### src/rtl/trace_pkg.sv
// Shared types and sizing helpers for the trace recorder: state encodings, entry width and field offsets.
// Pure declarations with no latency and no backpressure; imported by trace_capture, trace_ram and the bench.
package trace_pkg;

    typedef enum logic [1:0] {
        ST_IDLE  = 2'd0,
        ST_ARMED = 2'd1,
        ST_POST  = 2'd2,
        ST_DONE  = 2'd3
    } state_t;

    function automatic int clog2(input int n);
        int r;
        r = 0;
        for (int v = n - 1; v > 0; v = v >> 1) r++;
        return r;
    endfunction

    // Entry layout, MSB first: {ram_v, rf_v, pc, rf_addr, rf_data, ram_addr, ram_data}
    function automatic int entry_w(input int pc_w, input int rf_aw, input int data_w, input int ram_aw);
        return 2 + pc_w + rf_aw + data_w + ram_aw + data_w;
    endfunction

    function automatic int off_ram_addr(input int data_w);
        return data_w;
    endfunction

    function automatic int off_rf_data(input int data_w, input int ram_aw);
        return data_w + ram_aw;
    endfunction

    function automatic int off_rf_addr(input int data_w, input int ram_aw);
        return 2 * data_w + ram_aw;
    endfunction

    function automatic int off_pc(input int data_w, input int ram_aw, input int rf_aw);
        return 2 * data_w + ram_aw + rf_aw;
    endfunction

    function automatic int off_rf_v(input int data_w, input int ram_aw, input int rf_aw, input int pc_w);
        return 2 * data_w + ram_aw + rf_aw + pc_w;
    endfunction

endpackage

### src/rtl/trace_ram.sv
// Trace buffer store: simple dual-port array, one write port and one registered read port, no array reset.
// Latency: read data appears one edge after re; no backpressure, both ports accept every cycle.
module trace_ram #(
    parameter int AW = 6,
    parameter int W  = 54
) (
    input  logic          clk,
    input  logic          we,
    input  logic [AW-1:0] waddr,
    input  logic [W-1:0]  wdata,
    input  logic          re,
    input  logic [AW-1:0] raddr,
    output logic [W-1:0]  rdata
);

    logic [W-1:0] mem [0:(1 << AW) - 1];

    always_ff @(posedge clk) begin
        if (we) mem[waddr] <= wdata;
        if (re) rdata <= mem[raddr];
    end

endmodule

### src/rtl/trace_capture.sv
// Debug-trace recorder: captures CPU register/RAM write events into a circular buffer around a trigger.
// Latency: capture in the event cycle, readback 1 cycle after rd; no backpressure, rd accepted every cycle.
module trace_capture
    import trace_pkg::*;
#(
    parameter int DATA_W     = 16,
    parameter int PC_W       = 8,
    parameter int RAM_AW     = 8,
    parameter int RF_AW      = 4,
    parameter int DEPTH      = 64,
    parameter int POST_DEPTH = 16,
    parameter int CYCLE_MODE = 0
) (
    input  logic                                            clk,
    input  logic                                            ext_rst,
    input  logic                                            arm,
    input  logic                                            trig_ext,
    input  logic                                            trig_pc_en,
    input  logic [PC_W-1:0]                                 trig_pc,
    input  logic [PC_W-1:0]                                 DBG_pc,
    input  logic                                            DBG_wr_rd,
    input  logic [RF_AW-1:0]                                DBG_addr_rd,
    input  logic [DATA_W-1:0]                               DBG_wdata_rd,
    input  logic                                            DBG_ram_wr,
    input  logic [RAM_AW-1:0]                               DBG_ram_waddr,
    input  logic [DATA_W-1:0]                               DBG_ram_wdata,
    input  logic                                            rd,
    input  logic [clog2(DEPTH)-1:0]                         raddr,
    output logic [entry_w(PC_W, RF_AW, DATA_W, RAM_AW)-1:0] rdata,
    output logic                                            rvalid,
    output logic [1:0]                                      state_o,
    output logic [clog2(DEPTH):0]                           count,
    output logic                                            triggered,
    output logic                                            wrapped
);

    localparam int AW = clog2(DEPTH);
    localparam int EW = entry_w(PC_W, RF_AW, DATA_W, RAM_AW);
    localparam logic [AW:0]   FULL      = (AW + 1)'(DEPTH);
    localparam logic [AW-1:0] POST_INIT = AW'(POST_DEPTH);

    state_t          state;
    logic [AW-1:0]   wptr;
    logic [AW-1:0]   post_cnt;
    logic            cap;
    logic            trig;
    logic            we;
    logic            rd_ok;
    logic            rd_zero;
    logic [AW-1:0]   phys;
    logic [EW-1:0]   entry;
    logic [EW-1:0]   ram_q;

    assign cap  = (CYCLE_MODE != 0) | DBG_wr_rd | DBG_ram_wr;
    assign trig = trig_ext | (trig_pc_en & (DBG_pc == trig_pc));
    assign we   = !arm && cap && (state == ST_ARMED || state == ST_POST);

    // Inactive channel fields are zeroed so a stale bus value never reads back as data.
    assign entry = {DBG_ram_wr, DBG_wr_rd, DBG_pc,
                    DBG_wr_rd  ? DBG_addr_rd   : {RF_AW{1'b0}},
                    DBG_wr_rd  ? DBG_wdata_rd  : {DATA_W{1'b0}},
                    DBG_ram_wr ? DBG_ram_waddr : {RAM_AW{1'b0}},
                    DBG_ram_wr ? DBG_ram_wdata : {DATA_W{1'b0}}};

    assign rd_ok = rd && (state == ST_DONE);
    assign phys  = (wrapped ? wptr : {AW{1'b0}}) + raddr;

    trace_ram #(.AW(AW), .W(EW)) u_ram (
        .clk   (clk),
        .we    (we),
        .waddr (wptr),
        .wdata (entry),
        .re    (rd_ok),
        .raddr (phys),
        .rdata (ram_q)
    );

    // rd_zero masks the un-reset RAM output after reset and for out-of-range reads.
    assign rdata     = rd_zero ? {EW{1'b0}} : ram_q;
    assign state_o   = state;
    assign triggered = (state == ST_POST) || (state == ST_DONE);

    always_ff @(posedge clk or negedge ext_rst) begin
        if (!ext_rst) begin
            rvalid  <= 1'b0;
            rd_zero <= 1'b1;
        end else begin
            rvalid <= rd_ok;
            if (rd_ok) rd_zero <= ({1'b0, raddr} >= count);
        end
    end

    always_ff @(posedge clk or negedge ext_rst) begin
        if (!ext_rst) begin
            state    <= ST_IDLE;
            wptr     <= '0;
            count    <= '0;
            wrapped  <= 1'b0;
            post_cnt <= '0;
        end else if (arm) begin
            state    <= ST_ARMED;
            wptr     <= '0;
            count    <= '0;
            wrapped  <= 1'b0;
            post_cnt <= '0;
        end else begin
            if (we) begin
                wptr <= wptr + 1'b1;
                if (count != FULL) count <= count + 1'b1;
                if (&wptr) wrapped <= 1'b1;
            end
            case (state)
                ST_ARMED: begin
                    if (trig) begin
                        if (POST_DEPTH == 0) begin
                            state <= ST_DONE;
                        end else begin
                            post_cnt <= POST_INIT;
                            state    <= ST_POST;
                        end
                    end
                end
                ST_POST: begin
                    if (cap) begin
                        post_cnt <= post_cnt - 1'b1;
                        if (post_cnt == AW'(1)) state <= ST_DONE;
                    end
                end
                default: ;
            endcase
        end
    end

endmodule

### config.mk
export PLATFORM = sky130hd
export DESIGN_NAME = trace_capture
export DESIGN_NICKNAME = d
export VERILOG_FILES = /design/src/rtl/trace_pkg.sv /design/src/rtl/trace_ram.sv /design/src/rtl/trace_capture.sv
export SDC_FILE = /design/constraint.sdc
export NUM_CORES = 2
export LEC_CHECK = 0
export CAP_MARGIN = 20
export CORE_MARGIN = 3
export CORE_UTILIZATION = 61
export CTS_BUF_LIST = sky130_fd_sc_hd__clkbuf_16
export DETAILED_ROUTE_END_ITERATION = 7
export GPL_ROUTABILITY_DRIVEN = 0
export HOLD_SLACK_MARGIN = 0.06
export PLACE_DENSITY_LB_ADDON = 0.15
export SLEW_MARGIN = 20
export SYNTH_ARGS = -nofsm -noshare
export SYNTH_HDL_FRONTEND = slang
export SYNTH_SLANG_ARGS = --single-unit
### constraint.sdc
create_clock -name clk -period 11.65 [get_ports clk]
set_input_delay 2.9125 -clock clk [delete_from_list [all_inputs] [get_ports clk]]
set_output_delay 2.9125 -clock clk [all_outputs]
set_load 0.005 [all_outputs]
==> flow_metrics.py <==
metrics = {
    "yosys": {
        "ys_seq_elements": 3534,
        "yosys_most_used_dff": "edfxtp_1",
        "netlist_instances": 5394,
        "ys_seq_area_share_pct": 78.34,
        "async_reset_ff_share_pct": 0.6791,
        "syn_area_per_cell_um2": 25.09,
        "syn_nets": 5488,
        "ys_types": 46,
        "synth_edf_count": 3510,
        "ys_warn_count": 0,
        "syn_area_um2": 135300,
    },
    "timing": {
        "final_max_slew_viol_count": 0,
        "skew_ns": 0.05827,
        "worst_pin_slew_ns": 1.186,
        "setup_slack_ns": 4.830,
        "hold_viol_final": 0,
        "fin_crit_sh_pct": 58.54,
        "slew_headroom_pct": 20.90,
        "fmax_ghz": 0.1466,
        "rsz0062_at_grt": "no",
        "setup_viol": 0,
        "min_period_ns": 6.820,
        "fin_tns_setup_ns": 0,
    },
    "global_route": {
        "grt.total_usage_pct": 32.05,
        "grt_pass1_wl_um": 504200,
        "grt_pass1_vias": 63880,
        "grt_max_degree": 120,
        "antenna_found_initial": 14,
        "grt_overflow": 0,
    },
    "place": {
        "place_ws_ns": 3.942,
        "post_dp_cell_area_um2": 141600,
        "hpwl_um": 179500,
        "port_buffers": 139,
    },
    "cts": {
        "cts_resized": 0,
        "clockBufferDepth": 4,
        "cts_made_buffers": 356,
        "clkTransAtPathRegs_ns": 0.06,
        "ctsHtreeMaxLevel": 5,
        "cts_tree": "yes",
        "cts_setup_buffers": 0,
        "root_buffer": "clkbuf_16",
        "cts-hold-fix-buffers": 0,
        "clock_latency_ns": 0.97,
        "cts_sinks": 3534,
    },
    "worst_setup_path": {
        "critPathArrivalTime_ns": 7.51,
        "r2r_setup_slack_ns": 6.60,
        "crit_type": "in -> reg",
        "cp.required_ns": 12.34,
        "rr_startpoint": "wptr[0]",
        "crit_fanout": 88,
        "rr_worst_depth": 10,
        "max_stage_delay_ns": 1.33,
        "slowest_stage": "fa_4",
        "end_kind": "flop",
        "r2r_end": "u_ram.rdata[10]",
        "crit_chain": "clkdlybuf4s50_1, ha_4, inv_1, fa_4, buf_12, buf_4, mux4_2, mux4_2, mux2i_1, mux2i_1",
        "start_kind": "input pin",
    },
    "cells_and_area": {
        "most-common-layout-cells": "3510 x edfxtp_1, 1080 x mux4_2, 364 x clkbuf_16, 162 x mux2i_1, 146 x buf_4",
        "final_common_cell": "edfxtp_1",
        "final_core_util_pct": 69.39,
        "area_delta_synth_final_pct": 12.90,
        "nNetsFinal": 5899,
        "fillers": 12770,
        "drive_gt1_share_pct": 30.52,
        "stdcell_area_um2": 152800,
    },
    "floorplan": {
        "rows": 172,
        "initial_core_util_pct": 61.46,
        "core_area_um2": 220200,
        "die_w_um": 477.0,
        "ios": 140,
        "die_area_um2": 227500,
        "die_h_um": 477.0,
    },
    "power_and_ir_drop": {
        "power_w": 0.02685,
        "p_per_area_nw_per_um2": 175.8,
        "max-vdd-ir-drop_mv": 0.1912,
        "leakagePower_nw": 46.29,
    },
    "route": {
        "route.detailed.drc": 0,
        "ant_nets": 0,
        "wl_um": 359200,
        "drt_first_pass_iters": 5,
        "wl_per_cell_um": 39.73,
        "vias_per_cell": 7.098,
        "vias": 64170,
        "first_iter_violations": 10370,
    },
    "run_status": {
        "outcome": "finished, final reports clean",
    },
    "min_path": {
        "hp-start": "post_cnt[5]",
        "hp-class": "reg -> reg",
        "holdPathEnd": "post_cnt[5]",
        "whs_path_depth": 2,
    },
    "run": {
        "max_cap_viol_count": 0,
    },
}
stage by stage:
| step | hold WS, ns | std cells |
|---|---|---|
| after global placement | 0.5249 | 8398 |
| after global routing | 0.6099 | 9036 |
| after CTS | 0.5763 | 9026 |
| after floorplan | 0.5067 | 5394 |
| after detailed placement | 0.5622 | 8404 |
| final | 0.5856 | 9041 |
cells by family after synthesis:
family                   count (synthesis)  share of synthesized area [%]
buffers and inverters                  294                          1.006
AND/OR/NAND/NOR                        246                         0.9571
multiplexers                          1242                          19.17
flip-flops                            3534                          78.34
XOR/XNOR                                21                         0.1526
adder cells (fa/ha/maj)                 20                         0.1905
AO/OA/AOI/OAI                           37                         0.1775
worst max-delay path, delay by kind of cell:
kind	cells	cell delay (ns)
adder cells (fa/ha/maj)	2	1.49
multiplexers	4	1.25
buffers and inverters	4	1.71
power by group:
part | internal, W | switching, W | leakage (nW)
clock network | 0.00633 | 0.00464 | 5.67
logic | 0.000675 | 0.000939 | 10.1
registers | 0.0142 | 0.000110 | 30.5
total | 0.0212 | 0.00568 | 46.3
sequential cells by signal, indices dropped and copies added, names as in the netlist:
| name | cells |
|---|---|
| wptr | 6 |
| state_o | 2 |
| count | 7 |
| u_ram.mem | 3456 |
| u_ram.rdata | 54 |
| wrapped | 1 |
| rvalid | 1 |
| rd_zero | 1 |
| post_cnt | 6 |
cell type report:
| class | instances | area, µm² | share of cell area, % |
|---|---|---|---|
| antenna | 14 | 35.03 | 0.02293 |
| clock inverter | 258 | 1962 | 1.284 |
| multi-input combinational | 1566 | 28550 | 18.69 |
| sequential | 3534 | 106000 | 69.39 |
| tap | 2958 | 3701 | 2.423 |
| timing repair buffer | 329 | 3328 | 2.179 |
| inverter | 18 | 72.57 | 0.04751 |
| clock buffer | 364 | 9109 | 5.963 |
synthesized netlist by cell type (3+ instances only):
master    count  area (µm²)
a21o_1        8       60.06
a21oi_1      14       70.07
and2_1       48       300.3
buf_1        18       67.56
buf_2       128       640.6
buf_4         6       45.04
buf_6        10       112.6
clkbuf_1    114       427.9
dfrtp_1      23       575.6
edfxtp_1   3510      105400
ha_1         19       237.7
inv_1        18       67.56
mux2i_1     162        1622
mux4_2     1080       24320
nand2_1      20       75.07
nand2b_1      6       37.54
nand3_1       5       25.02
nand3b_1      5       37.54
nand4_1       6       37.54
nor2_1       80       300.3
nor2b_1      57       356.6
nor3_1        3       15.01
nor4_1        3       18.77
o21ai_0       5       25.02
or3_1         3       18.77
xnor2_1       7       61.31
xor2_1       11       96.34
per-layer routing:
layer	up-vias	track usage, %	part of all wire, %
met3	701	6.605	11
li1	24200	-	-
met2	4502	49.82	49
met4	2	10.62	3.5
met1	34770	46.75	37
met5	-	0	0.0053
how the worst max path moves through the flow:
stage / startpoint / end / slack, ns / cells past startpoint
3_5_place_dp: raddr[0] / u_ram.rdata[2] / 3.94 / 10
3_3_place_gp: raddr[0] / u_ram.rdata[2] / 3.87 / 10
2_1_floorplan: arm / u_ram.mem[47][0] / 4.90 / 5
5_1_grt: raddr[0] / u_ram.rdata[12] / 4.76 / 10
6_report: raddr[0] / u_ram.rdata[10] / 4.83 / 10
4_1_cts: raddr[0] / u_ram.rdata[11] / 4.94 / 10
(Power assumes the default switching activity.)
